## src/rtl/mem_port_arbiter.sv

```systemverilog
// mem_port_arbiter: round-robin sequencer sharing one memory port among fetch, CPU data and DMA.
module mem_port_arbiter #(
  parameter int WORD    = 16,
  parameter int LATENCY = 2
) (
  input  logic            clk,
  input  logic            reset_n,
  input  logic [2:0]      req,
  input  logic [2:0]      we,
  input  logic [WORD-1:0] addr0,
  input  logic [WORD-1:0] addr1,
  input  logic [WORD-1:0] addr2,
  input  logic [WORD-1:0] wdata1,
  input  logic [WORD-1:0] wdata2,
  output logic [2:0]      ack,
  output logic [2:0]      gnt,
  output logic [WORD-1:0] rdata,
  output logic            mem_readM,
  output logic            mem_writeM,
  output logic [WORD-1:0] mem_addr,
  output logic [WORD-1:0] mem_wdata,
  input  logic [WORD-1:0] mem_rdata
);
  typedef enum logic [1:0] {IDLE, BUSY, ACK} state_t;
  state_t          r_state, w_state;
  logic [3:0]      r_cnt, w_cnt;
  logic [1:0]      r_last, w_last;
  logic [2:0]      r_ack, w_ack, r_gnt, w_gnt;
  logic [WORD-1:0] r_rdata, w_rdata, r_addr, w_addr, r_wdata, w_wdata;
  logic            r_rd, w_rd, r_wr, w_wr;
  logic [1:0]      w_o0, w_o1, w_o2, w_win;
  logic            w_we;
  logic [WORD-1:0] w_sel_addr, w_sel_wdata;
  // Search order starts one past the previous winner.
  assign w_o0        = (r_last == 2'd2) ? 2'd0 : r_last + 2'd1;
  assign w_o1        = (w_o0 == 2'd2) ? 2'd0 : w_o0 + 2'd1;
  assign w_o2        = (w_o1 == 2'd2) ? 2'd0 : w_o1 + 2'd1;
  assign w_win       = req[w_o0] ? w_o0 : req[w_o1] ? w_o1 : w_o2;
  assign w_we        = (w_win == 2'd1 && we[1]) || (w_win == 2'd2 && we[2]);
  assign w_sel_addr  = (w_win == 2'd0) ? addr0 : (w_win == 2'd1) ? addr1 : addr2;
  assign w_sel_wdata = (w_win == 2'd1) ? wdata1 : (w_win == 2'd2) ? wdata2 : r_wdata;
  always_comb begin
    w_state = r_state;
    w_cnt   = r_cnt;
    w_last  = r_last;
    w_ack   = '0;
    w_gnt   = r_gnt;
    w_rdata = r_rdata;
    w_addr  = r_addr;
    w_wdata = r_wdata;
    w_rd    = r_rd;
    w_wr    = r_wr;
    case (r_state)
      IDLE: if (|req) begin
        w_state = BUSY;
        w_cnt   = 4'(LATENCY - 1);
        w_last  = w_win;
        w_gnt   = 3'b001 << w_win;
        w_addr  = w_sel_addr;
        w_wdata = w_sel_wdata;
        w_rd    = !w_we;
        w_wr    = w_we;
      end
      BUSY: if (r_cnt == 4'd0) begin
        w_state = ACK;
        w_ack   = r_gnt;
        w_rd    = 1'b0;
        w_wr    = 1'b0;
        w_rdata = r_rd ? mem_rdata : r_rdata;
      end else w_cnt = r_cnt - 4'd1;
      ACK: begin
        w_state = IDLE;
        w_gnt   = '0;
      end
      default: w_state = IDLE;
    endcase
  end
  always_ff @(posedge clk) begin
    if (!reset_n) begin
      r_state <= IDLE;
      r_cnt   <= '0;
      r_last  <= 2'd2;
      r_ack   <= '0;
      r_gnt   <= '0;
      r_rdata <= '0;
      r_addr  <= '0;
      r_wdata <= '0;
      r_rd    <= 1'b0;
      r_wr    <= 1'b0;
    end else begin
      r_state <= w_state;
      r_cnt   <= w_cnt;
      r_last  <= w_last;
      r_ack   <= w_ack;
      r_gnt   <= w_gnt;
      r_rdata <= w_rdata;
      r_addr  <= w_addr;
      r_wdata <= w_wdata;
      r_rd    <= w_rd;
      r_wr    <= w_wr;
    end
  end
  assign ack        = r_ack;
  assign gnt        = r_gnt;
  assign rdata      = r_rdata;
  assign mem_readM  = r_rd;
  assign mem_writeM = r_wr;
  assign mem_addr   = r_addr;
  assign mem_wdata  = r_wdata;
endmodule

```

## config.mk

```make
export PLATFORM = sky130hd
export DESIGN_NAME = mem_port_arbiter
export DESIGN_NICKNAME = d
export VERILOG_FILES = /design/src/rtl/mem_port_arbiter.sv
export SDC_FILE = /design/constraint.sdc
export NUM_CORES = 1
export LEC_CHECK = 0
export ABC_AREA = 1
export BUFFER_PORTS_ARGS = -buffer_cell sky130_fd_sc_hd__buf_2
export CAP_MARGIN = 20
export CELL_PAD_IN_SITES_DETAIL_PLACEMENT = 0
export CELL_PAD_IN_SITES_GLOBAL_PLACEMENT = 1
export CORE_MARGIN = 5
export CORE_UTILIZATION = 32
export DETAILED_ROUTE_END_ITERATION = 8
export GPL_TIMING_DRIVEN = 0
export PLACE_DENSITY = 0.81
export RECOVER_POWER = 100
export SYNTH_ARGS = -nofsm -noshare
export SYNTH_HDL_FRONTEND = slang
export SYNTH_SLANG_ARGS = --single-unit
```

## constraint.sdc

```tcl
create_clock -name clk -period 4.1 [get_ports clk]
set_input_delay 0.82 -clock clk [delete_from_list [all_inputs] [get_ports clk]]
set_output_delay 0.82 -clock clk [all_outputs]
set_load 0.01 [all_outputs]
```

==> metrics, run 1 <==
status completed; Top Ports 160; H-tree level count 3; Yosys top cell by area dfxtp_1; Setup-failing EPs final 0; Detail Placement HPWL 7170 um; antenna violations before repair 0; CP Launch Type input pin; clk buf depth 2; Clock Sinks 64; Final Hold Viols 0; CTS Hold Bufs 0; sequential-to-total area share from yosys stat 42.9%; RD Place Congestion 0.769; Relative slew margins 65.1%; post-synthesis cell type count 25; hold_sp mem_addr[5]$_SDFFE_PN0P_; TritonCTS buffer count 9; Leak 1.91 nW; DRT antenna net count 0; Layout area overhead 35.8%; # DRC 0; first-pass GRT wire length 14300 um; Total Wirelength 9070 um; dpl cells 694; sequential share of power 37.0%; unrepaired setup endpoints after global routing false; WP data arrival 2.85 ns; worst-margin pin slew 0.523 ns; Worst R2R Setup Slack 1.66 ns; via count 3215; worst reg2reg path endpoint mem_addr[12]$_SDFFE_PN0P_; vias in the first global route 3055; Synth area leaders dfxtp_1 (43%), nand2_1 (18%), nand3_1 (6.7%), nor2_1 (5.5%), o21ai_0 (5.4%); Starting Density 32.6%; Yosys warnings 0; die area 11400 um^2; Max Freq 0.387 GHz; WL/cell 12.8 um; total grt overflow 0; core box area 9150 um^2; Final Cycle Share 62.9%; latest clock arrival within the worst-skew pair 0.34 ns; DR vias/cell 4.53; crit end category flip-flop; Final Skew 0.0124 ns; DRT iter0 DRCs 86; WHS Endpoint mem_addr[5]$_SDFFE_PN0P_; max_cap viols 0; Required @ worst endpoint 4.37 ns; PostCTS Resize Cnt 0; Max Slew Vio Count 0; Mapped Nets 534; maximum vdd drop 0.000244 V; Gate power share 34.1%; worst min-delay path class reg2reg; Clock Root Buffer clkbuf_8; # diodes 0; P_int 0.00137 W; R2R depth 14; postcts setup bufs 0; asr flop ratio synth 0%; sw frac 36.6%; Syn Inst Count 425; count leader, synth nand2_1; commonest register cell after synthesis dfxtp_1; Rows 35; Total GRT Usage 15.6%; fill count 994; R2R Path Start r_last[1]$_SDFFE_PN1P_; clock-pin slew of the registers on the worst-case setup and hold paths 0.07 ns; CTS tree yes; Power Density 533 nW/um^2; kind of critical path in2reg; P_sw 0.000791 W; 1st-pass router iterations 4; Horiz. Die Dim 107 um; Synth top area share 42.9%; Yosys reg bits 64; final core utilization 44.3%; Buffers on Ports 158; Clk network pwr share 28.9%; number of flops mapped to enable cells by yosys 0; nets 703; setup total negative slack 0 ns; pin count of the biggest net entering global routing 12; Synth top cells by count nand2_1 (141), dfxtp_1 (64), nor2_1 (44); hold depth 2; Die Span Y 107 um; minimum clock period after layout 2.58 ns; final std cells w/o fill 710; Avg Cell Area, Syn 7.02 um^2; mapped cell area 2990 um^2; fraction of layout cells with a size suffix above 1 25.0%; Worst Path Max Fanout 10
## per-layer routing
metal	GRT usage, %	part of all wire [%]	vias to the layer above
met4	5.21	1.3	0
li1	-	-	1705
met1	18.9	43	1405
met2	26.2	49	94
met5	0	0	-
met3	5.00	7.0	11
## worst max-delay path by stage
stage,slack (ns),end,cells past startpoint,from
floorplan,1.88,mem_wdata[6]$_SDFFE_PN0P_,11,req[0]
CTS,1.75,mem_addr[10]$_SDFFE_PN0P_,12,req[0]
global placement,1.49,mem_addr[10]$_SDFFE_PN0P_,12,req[0]
detailed placement,1.40,mem_addr[10]$_SDFFE_PN0P_,12,req[0]
global route,1.30,mem_addr[12]$_SDFFE_PN0P_,14,req[0]
finish,1.52,mem_addr[12]$_SDFFE_PN0P_,14,req[0]
## sequential cells by signal, summed over array words and instances, names as in the netlist
signal      count
gnt             3
mem_writeM      1
ack             3
r_cnt           4
r_last          2
mem_readM       1
mem_addr       16
r_state         2
rdata          16
mem_wdata      16
## cell type report
type,instances,area (um^2),share of cell area [%]
timing repair buffer,158,718,17.7
sequential,64,1280,31.6
buffer,22,129,3.18
tap,111,139,3.43
clock inverter,5,78.8,1.95
clock buffer,11,151,3.74
multi-input combinational,317,1470,36.3
inverter,22,85.1,2.10
## cells by family (layout without fill, tap and decap cells)
logic type | Yosys count | in the layout | share of synthesized area [%]
adders and majority gates | 5 | 5 | 2.10
AOI/OAI and AO/OA | 76 | 76 | 14.3
and+or+nand+nor | 236 | 236 | 33.1
buffers and inverters | 44 | 218 | 7.59
DFF | 64 | 64 | 42.9
## metrics by stage
stage | setup slack [ns] | total power (W) | instance area (um^2) | hold WS (ns)
floorplan | 1.88 | 0.00131 | 2990 | 0.462
global placement | 1.49 | 0.00159 | 3920 | 0.438
detailed placement | 1.40 | 0.00160 | 3920 | 0.445
CTS | 1.75 | 0.00223 | 4150 | 0.458
global route | 1.30 | 0.00232 | 4050 | 0.480
finish | 1.52 | 0.00216 | 4050 | 0.457
## placed cells by master (no fill, tap or decap)
| master | instances |
|---|---|
| inv_2 | 3 |
| nand2_2 | 2 |
| or2_2 | 1 |
| nor2_1 | 44 |
| nor3_1 | 1 |
| bufinv_16 | 2 |
| buf_2 | 104 |
| clkinv_4 | 1 |
| o21ai_2 | 8 |
| buf_6 | 4 |
| nor2_2 | 2 |
| o22ai_2 | 2 |
| a21boi_0 | 1 |
| o21ai_1 | 2 |
| inv_4 | 1 |
| nand2_1 | 142 |
| dfxtp_1 | 64 |
| nor2_4 | 3 |
| ha_1 | 5 |
| o21ai_0 | 42 |
| a21oi_1 | 21 |
| clkbuf_8 | 11 |
| nand3_1 | 40 |
| clkbuf_1 | 69 |
| nand2_4 | 1 |
| clkinv_2 | 2 |
| inv_1 | 18 |
| buf_4 | 3 |
## critical path, cell delays in order
cell      delay [ns]
clkbuf_1        0.10
nand2_1         0.07
a21boi_0        0.18
nand2_1         0.09
nand2_1         0.09
inv_1           0.06
ha_1            0.17
clkbuf_1        0.18
inv_1           0.21
clkbuf_1        0.42
nand2_1         0.10
nand3_1         0.10
o21ai_0         0.11
o21ai_2         0.15
## power by group through the flow
stage / Clock [W] / Sequential (W) / Combinational (W)
final: 0.000625 / 0.000799 / 0.000736
after detailed placement: 0 / 0.000809 / 0.000789
after global placement: 0 / 0.000809 / 0.000781
after CTS: 0.000638 / 0.000797 / 0.000791
after global routing: 0.000662 / 0.000815 / 0.000847
after floorplan: 0 / 0.000850 / 0.000460
(Power assumes the default switching activity.)
==> inputs of run 2 (changes only) <==
--- a/config.mk
+++ b/config.mk
@@ -11,10 +11,10 @@
 export CELL_PAD_IN_SITES_DETAIL_PLACEMENT = 0
 export CELL_PAD_IN_SITES_GLOBAL_PLACEMENT = 1
 export CORE_MARGIN = 5
-export CORE_UTILIZATION = 32
+export CORE_UTILIZATION = 30
 export DETAILED_ROUTE_END_ITERATION = 8
 export GPL_TIMING_DRIVEN = 0
-export PLACE_DENSITY = 0.81
+export PLACE_DENSITY = 0.77
 export RECOVER_POWER = 100
 export SYNTH_ARGS = -nofsm -noshare
 export SYNTH_HDL_FRONTEND = slang
==> constraint.sdc (replaced) <==
create_clock -name clk -period 2.65 [get_ports clk]
set_input_delay 0.53 -clock clk [delete_from_list [all_inputs] [get_ports clk]]
set_output_delay 0.53 -clock clk [all_outputs]
set_load 0.01 [all_outputs]
==> run 2 against run 1 <==
Against the previous run: register-to-register slack worse by 1.2 ns; combinational power is 55% higher; sequential share of layout area is 0.088 points higher; flip-flop and latch count stayed put; utilization is 2.7 points lower; largest power group unchanged; clock-buffer cell count is 1 higher; critical path type is now reg2reg.
==> metrics, run 2 (synthesized netlist as in run 1, its figures left out) <==
first-pass GRT wire length 14600 um; commonest non-fill, non-tap cell in the layout nand2_1; Rows 36; 1st-pass router iterations 4; Clock Root Buffer clkbuf_8; clk buf depth 2; postcts setup bufs 0; die area 12000 um^2; total grt overflow 0; Buffers on Ports 158; worst-margin pin slew 0.475 ns; crit-path max cell delay 0.40 ns; GRT busiest layer met2; TritonCTS buffer count 9; max_cap viols 0; CTS Hold Bufs 0; core box area 9730 um^2; unrepaired setup endpoints after global routing false; pin count of the biggest net entering global routing 11; fraction of layout cells with a size suffix above 1 25.1%; # diodes 0; global routing usage on met3 5.05%; kind of critical path reg2reg; Detail Placement HPWL 7200 um; antenna violations before repair 0; M1 GR Usage 18.6%; minimum clock period after layout 2.20 ns; Final Hold Viols 0; Power Density 801 nW/um^2; worst min-delay path class in2reg; Leak 1.91 nW; H-tree level count 3; Horiz. Die Dim 110 um; vias in the first global route 3096; Total Wirelength 9200 um; Setup-failing EPs final 0; crit end category flip-flop; Total GRT Usage 15.3%; area post-placement 3940 um^2; Relative slew margins 68.3%; Die Span Y 110 um; most frequent cells in the layout nand2_1 (143), buf_2 (109), clkbuf_1 (64), dfxtp_1 (64), nor2_1 (46); CTS tree yes; DRT iter0 DRCs 152; Max Slew Vio Count 0; Layout area overhead 35.4%; PostCTS Resize Cnt 0; post-route cell area 4040 um^2; nets 703; crit-path cells nor2_1 -> a21boi_0 -> nand2_1 -> nand2_1 -> inv_1 -> ha_1 -> buf_2 -> clkbuf_1 -> nand2_1 -> nand3_1 -> o21ai_0 -> o21ai_2; latest clock arrival within the worst-skew pair 0.33 ns; Worst Path Max Fanout 10; Critical-path top delay cell clkbuf_1; via count 3191; WL/cell 12.6 um; Starting Density 30.7%; Final Cycle Share 83.0%; # DRC 0; WP data arrival 2.46 ns; RD Place Congestion 0.776; DR vias/cell 4.37; DRT antenna net count 0; met2 global-route usage 25.9%; Max Freq 0.455 GHz; status completed; Top Ports 160; crit-path most repeated cell nand2_1; Final Skew 0.00793 ns; CP Launch Type flip-flop; Clock Sinks 64; maximum vdd drop 0.000281 V; Required @ worst endpoint 2.91 ns; clock-pin slew of the registers on the worst-case setup and hold paths 0.07 ns; setup total negative slack 0 ns
## run 2: stage by stage
step | utilization [%] | total power, W | hold WS (ns) | std cells | setup WS, ns
final | 41.5 | 0.00324 | 0.415 | 731 | 0.451
after global routing | 41.5 | 0.00351 | 0.408 | 731 | 0.151
after CTS | 42.6 | 0.00335 | 0.394 | 731 | 0.505
after detailed placement | 40.5 | 0.00247 | 0.433 | 716 | 0.304
after global placement | 40.5 | 0.00245 | 0.432 | 716 | 0.337
after floorplan | - | 0.00203 | 0.462 | 425 | 0.716
## run 2: worst paths after layout
kind,start,cells after the start,endpoint,slack (ns)
setup reg to reg,r_last[1]$_SDFFE_PN1P_,12,mem_addr[13]$_SDFFE_PN0P_,0.45
setup / recovery,r_last[1]$_SDFFE_PN1P_,12,mem_addr[13]$_SDFFE_PN0P_,0.45
hold reg to reg,gnt[0]$_SDFFE_PN0P_,2,ack[0]$_SDFF_PN0_,0.44
hold / removal,mem_rdata[2],3,rdata[2]$_SDFFE_PN0P_,0.41
## run 2: final cells by class
type	instances	area [um^2]
Clock inverter	3	40.0
Sequential cell	64	1280
Timing Repair Buffer	158	721
Buffer	22	125
Multi-Input combinational cell	317	1460
Inverter	22	85.1
Fill cell	1068	5690
Clock buffer	12	165
Tap cell	133	166
## run 2: critical path: cells and delay by family (launching register included)
kind | cells | cell delay, ns
buffers and inverters | 3 | 0.66
AND/OR/NAND/NOR | 5 | 0.58
AO/OA/AOI/OAI | 3 | 0.40
flip-flops | 1 | 0.35
adder cells (fa/ha/maj) | 1 | 0.14
## run 2: metal layers
metal	vias to the layer above	routed length, um
met3	14	672
met2	100	4410
met1	1376	3940
met4	0	175
met5	-	0
li1	1701	-
## run 2: report_power, final
group / switching [W] / total, W / internal, W / leakage, nW
clock: 0.000357 / 0.000860 / 0.000503 / 0.108
combinational: 0.000740 / 0.00114 / 0.000403 / 1.28
sequential: 0.0000986 / 0.00123 / 0.00114 / 0.524
==> inputs of run 3 (changes only) <==
--- a/config.mk
+++ b/config.mk
@@ -5,16 +5,16 @@
 export SDC_FILE = /design/constraint.sdc
 export NUM_CORES = 1
 export LEC_CHECK = 0
-export ABC_AREA = 1
+export ABC_AREA = 0
 export BUFFER_PORTS_ARGS = -buffer_cell sky130_fd_sc_hd__buf_2
 export CAP_MARGIN = 20
 export CELL_PAD_IN_SITES_DETAIL_PLACEMENT = 0
 export CELL_PAD_IN_SITES_GLOBAL_PLACEMENT = 1
 export CORE_MARGIN = 5
-export CORE_UTILIZATION = 30
+export CORE_UTILIZATION = 29
 export DETAILED_ROUTE_END_ITERATION = 8
 export GPL_TIMING_DRIVEN = 0
-export PLACE_DENSITY = 0.77
+export PLACE_DENSITY = 0.72
 export RECOVER_POWER = 100
 export SYNTH_ARGS = -nofsm -noshare
 export SYNTH_HDL_FRONTEND = slang
==> constraint.sdc (replaced) <==
create_clock -name clk -period 1.8 [get_ports clk]
set_input_delay 0.36 -clock clk [delete_from_list [all_inputs] [get_ports clk]]
set_output_delay 0.36 -clock clk [all_outputs]
set_load 0.01 [all_outputs]
==> run 3 against run 2 <==
Against the previous run: sequential share of layout area shrank 2.1 points; critical path type unchanged; first-iteration DRC count decreased by 50%; global-route usage fell by 0.42 points; clock power is 44% higher; sequential power is 40% higher.
==> metrics, run 3 <==
CP Launch Type flip-flop; TritonCTS buffer count 9; post-synthesis cell type count 48; Yosys reg bits 64; worst-margin pin slew 0.517 ns; Avg Cell Area, Syn 9.68 um^2; Yosys warnings 0; DR vias/cell 4.90; Power Density 1030 nW/um^2; core box area 10400 um^2; Clock Root Buffer clkbuf_8; fraction of layout cells with a size suffix above 1 35.6%; clock-pin slew of the registers on the worst-case setup and hold paths 0.07 ns; CTS tree yes; count leader, synth dfxtp_1; Required @ worst endpoint 2.03 ns; Mapped Nets 429; Worst Path Max Fanout 10; total power 0.00447 W; mapped cell area 3100 um^2; XOR/XNOR Fraction of Synth Area 0%; clk buf depth 2; Total Wirelength 9820 um; WL/cell 15.4 um; CTS Hold Bufs 0; unrepaired setup endpoints after global routing true; maximum vdd drop 0.000346 V; Max Freq 0.558 GHz; crit end category flip-flop; die area 12800 um^2; Final Cycle Share 99.6%; Synth area leaders dfxtp_1 (41%), mux2i_1 (10%), o21ai_0 (5.2%), a311oi_2 (4.8%), a22o_1 (4.5%); most frequent cells in the layout buf_2 (114), clkbuf_1 (62), dfxtp_1 (62); Synth Area in Compound Gates 28.4%; Syn Inst Count 320; commonest non-fill, non-tap cell in the layout buf_2; Final Skew 0.00540 ns; nets 604; mux share of post-synthesis cell area 10.3%; Final Hold Viols 0; Clock Sinks 64; worst min-delay path class in2reg; Synth top cells by count dfxtp_1 (64), mux2i_1 (32), o21ai_0 (32); commonest register cell after synthesis dfxtp_1; sequential-to-total area share from yosys stat 41.4%; DRT antenna net count 0; Setup-failing EPs final 0; # DRC 0; minimum clock period after layout 1.79 ns; Starting Density 29.9%; total grt overflow 0; Rows 37; 1st-pass router iterations 4; Die Span Y 113 um; asr flop ratio synth 0%; Leak 1.76 nW; DRT iter0 DRCs 76; Post-Synth Simple-Gate Area 11.8%; Detail Placement HPWL 7520 um; Top Ports 160; antenna violations before repair 0; kind of critical path reg2reg; main combinational cell family by area after synthesis compound AO/OA/AOI/OAI gates; Layout area overhead 40.1%; Horiz. Die Dim 113 um; Adder-Cell Fraction of Synth Area 2.02%; vias in the first global route 3088; Synth top area share 41.4%; # diodes 0; WP data arrival 2.02 ns; max_cap viols 0; Total GRT Usage 14.9%; Relative slew margins 65.6%; first-pass GRT wire length 15500 um; final core utilization 41.9%; RD Place Congestion 0.781; H-tree level count 3; Yosys top cell by area dfxtp_1; pin count of the biggest net entering global routing 12; latest clock arrival within the worst-skew pair 0.33 ns; Max Slew Vio Count 0; status completed; fill count 1094; Buffers on Ports 158; via count 3116; number of flops mapped to enable cells by yosys 0
## run 3: changes by cell type after synthesis, sizes merged, moves of 5 or more
cell	previous run	this run
o21ai	52	33
a32o	0	5
mux2i	0	32
a22o	0	16
nand3	40	16
nand2	145	20
inv	22	6
nor2	49	3
clkbuf	4	11
a31oi	0	16
a311oi	0	18
## run 3: path summary, 6_finish.rpt
| check | slack (ns) | startpoint | endpoint | cells past startpoint |
|---|---|---|---|---|
| setup / recovery | 0.007 | r_last[0]$_SDFFE_PN0P_ | mem_writeM$_SDFFE_PN0P_ | 9 |
| setup reg to reg | 0.007 | r_last[0]$_SDFFE_PN0P_ | mem_writeM$_SDFFE_PN0P_ | 9 |
| hold / removal | 0.27 | mem_rdata[4] | rdata[4]$_SDFFE_PN0P_ | 3 |
| hold reg to reg | 0.48 | mem_addr[8]$_SDFFE_PN0P_ | mem_addr[8]$_SDFFE_PN0P_ | 1 |
## run 3: cells by family after synthesis
kind of cell	Yosys count
AOI/OAI and AO/OA	119
and+or+nand+nor	64
DFF	64
buffers and inverters	36
muxes	32
adders and majority gates	5
## run 3: report_power, final
| group | switching [W] | internal (W) |
|---|---|---|
| sequential | 0.000113 | 0.00160 |
| combinational | 0.000847 | 0.000665 |
| clock | 0.000562 | 0.000676 |
| total | 0.00152 | 0.00294 |
## run 3: layer usage
| metal | share of wire (%) | up-vias | global-route usage [%] | routed length [um] |
|---|---|---|---|---|
| met5 | 0 | - | 0 | 0 |
| met4 | 1.8 | 0 | 6.09 | 174 |
| met3 | 5.1 | 12 | 3.42 | 498 |
| met2 | 50 | 81 | 24.7 | 4900 |
| met1 | 43 | 1462 | 18.7 | 4250 |
| li1 | - | 1561 | - | - |
## run 3: cell type report
| cell class | instances | area, um^2 | area share, % |
|---|---|---|---|
| Multi-Input combinational cell | 220 | 1680 | 38.6 |
| Sequential cell | 64 | 1280 | 29.6 |
| Timing Repair Buffer | 164 | 766 | 17.6 |
| Buffer | 30 | 226 | 5.22 |
| Tap cell | 136 | 170 | 3.92 |
| Clock buffer | 11 | 141 | 3.26 |
| Clock inverter | 5 | 56.3 | 1.30 |
| Inverter | 6 | 22.5 | 0.519 |
## run 3: critical path, cell delays in order, from the launching register on
cell and delay, ns:
dfxtp_2 0.33, nor3b_2 0.15, o21bai_1 0.22, nand2_1 0.09, ha_2 0.19, buf_6 0.14, buf_12 0.15, a22oi_2 0.18
inv_1 0.06, a32o_1 0.19
## run 3: repair_timing
| item | 4_1_cts | 5_1_grt |
|---|---|---|
| gates resized for setup | 22 | 22 |
| endpoints found under the setup margin | 34 | 36 |
| buffers inserted | 3 | 3 |
| pin swaps | 2 | 6 |
## run 3: per-stage QoR
stage | TNS, ns | hold slack (ns) | setup slack [ns] | cell area [um^2] | cells
2_1_floorplan | -0.225 | 0.449 | -0.0196 | 3120 | 320
3_3_place_gp | -10.81 | 0.457 | -0.398 | 4080 | 614
3_5_place_dp | -12.68 | 0.457 | -0.444 | 4080 | 614
4_1_cts | 0 | 0.256 | 0.00516 | 4370 | 633
5_1_grt | -1.56 | 0.257 | -0.0931 | 4340 | 636
6_report | 0 | 0.267 | 0.00651 | 4340 | 636
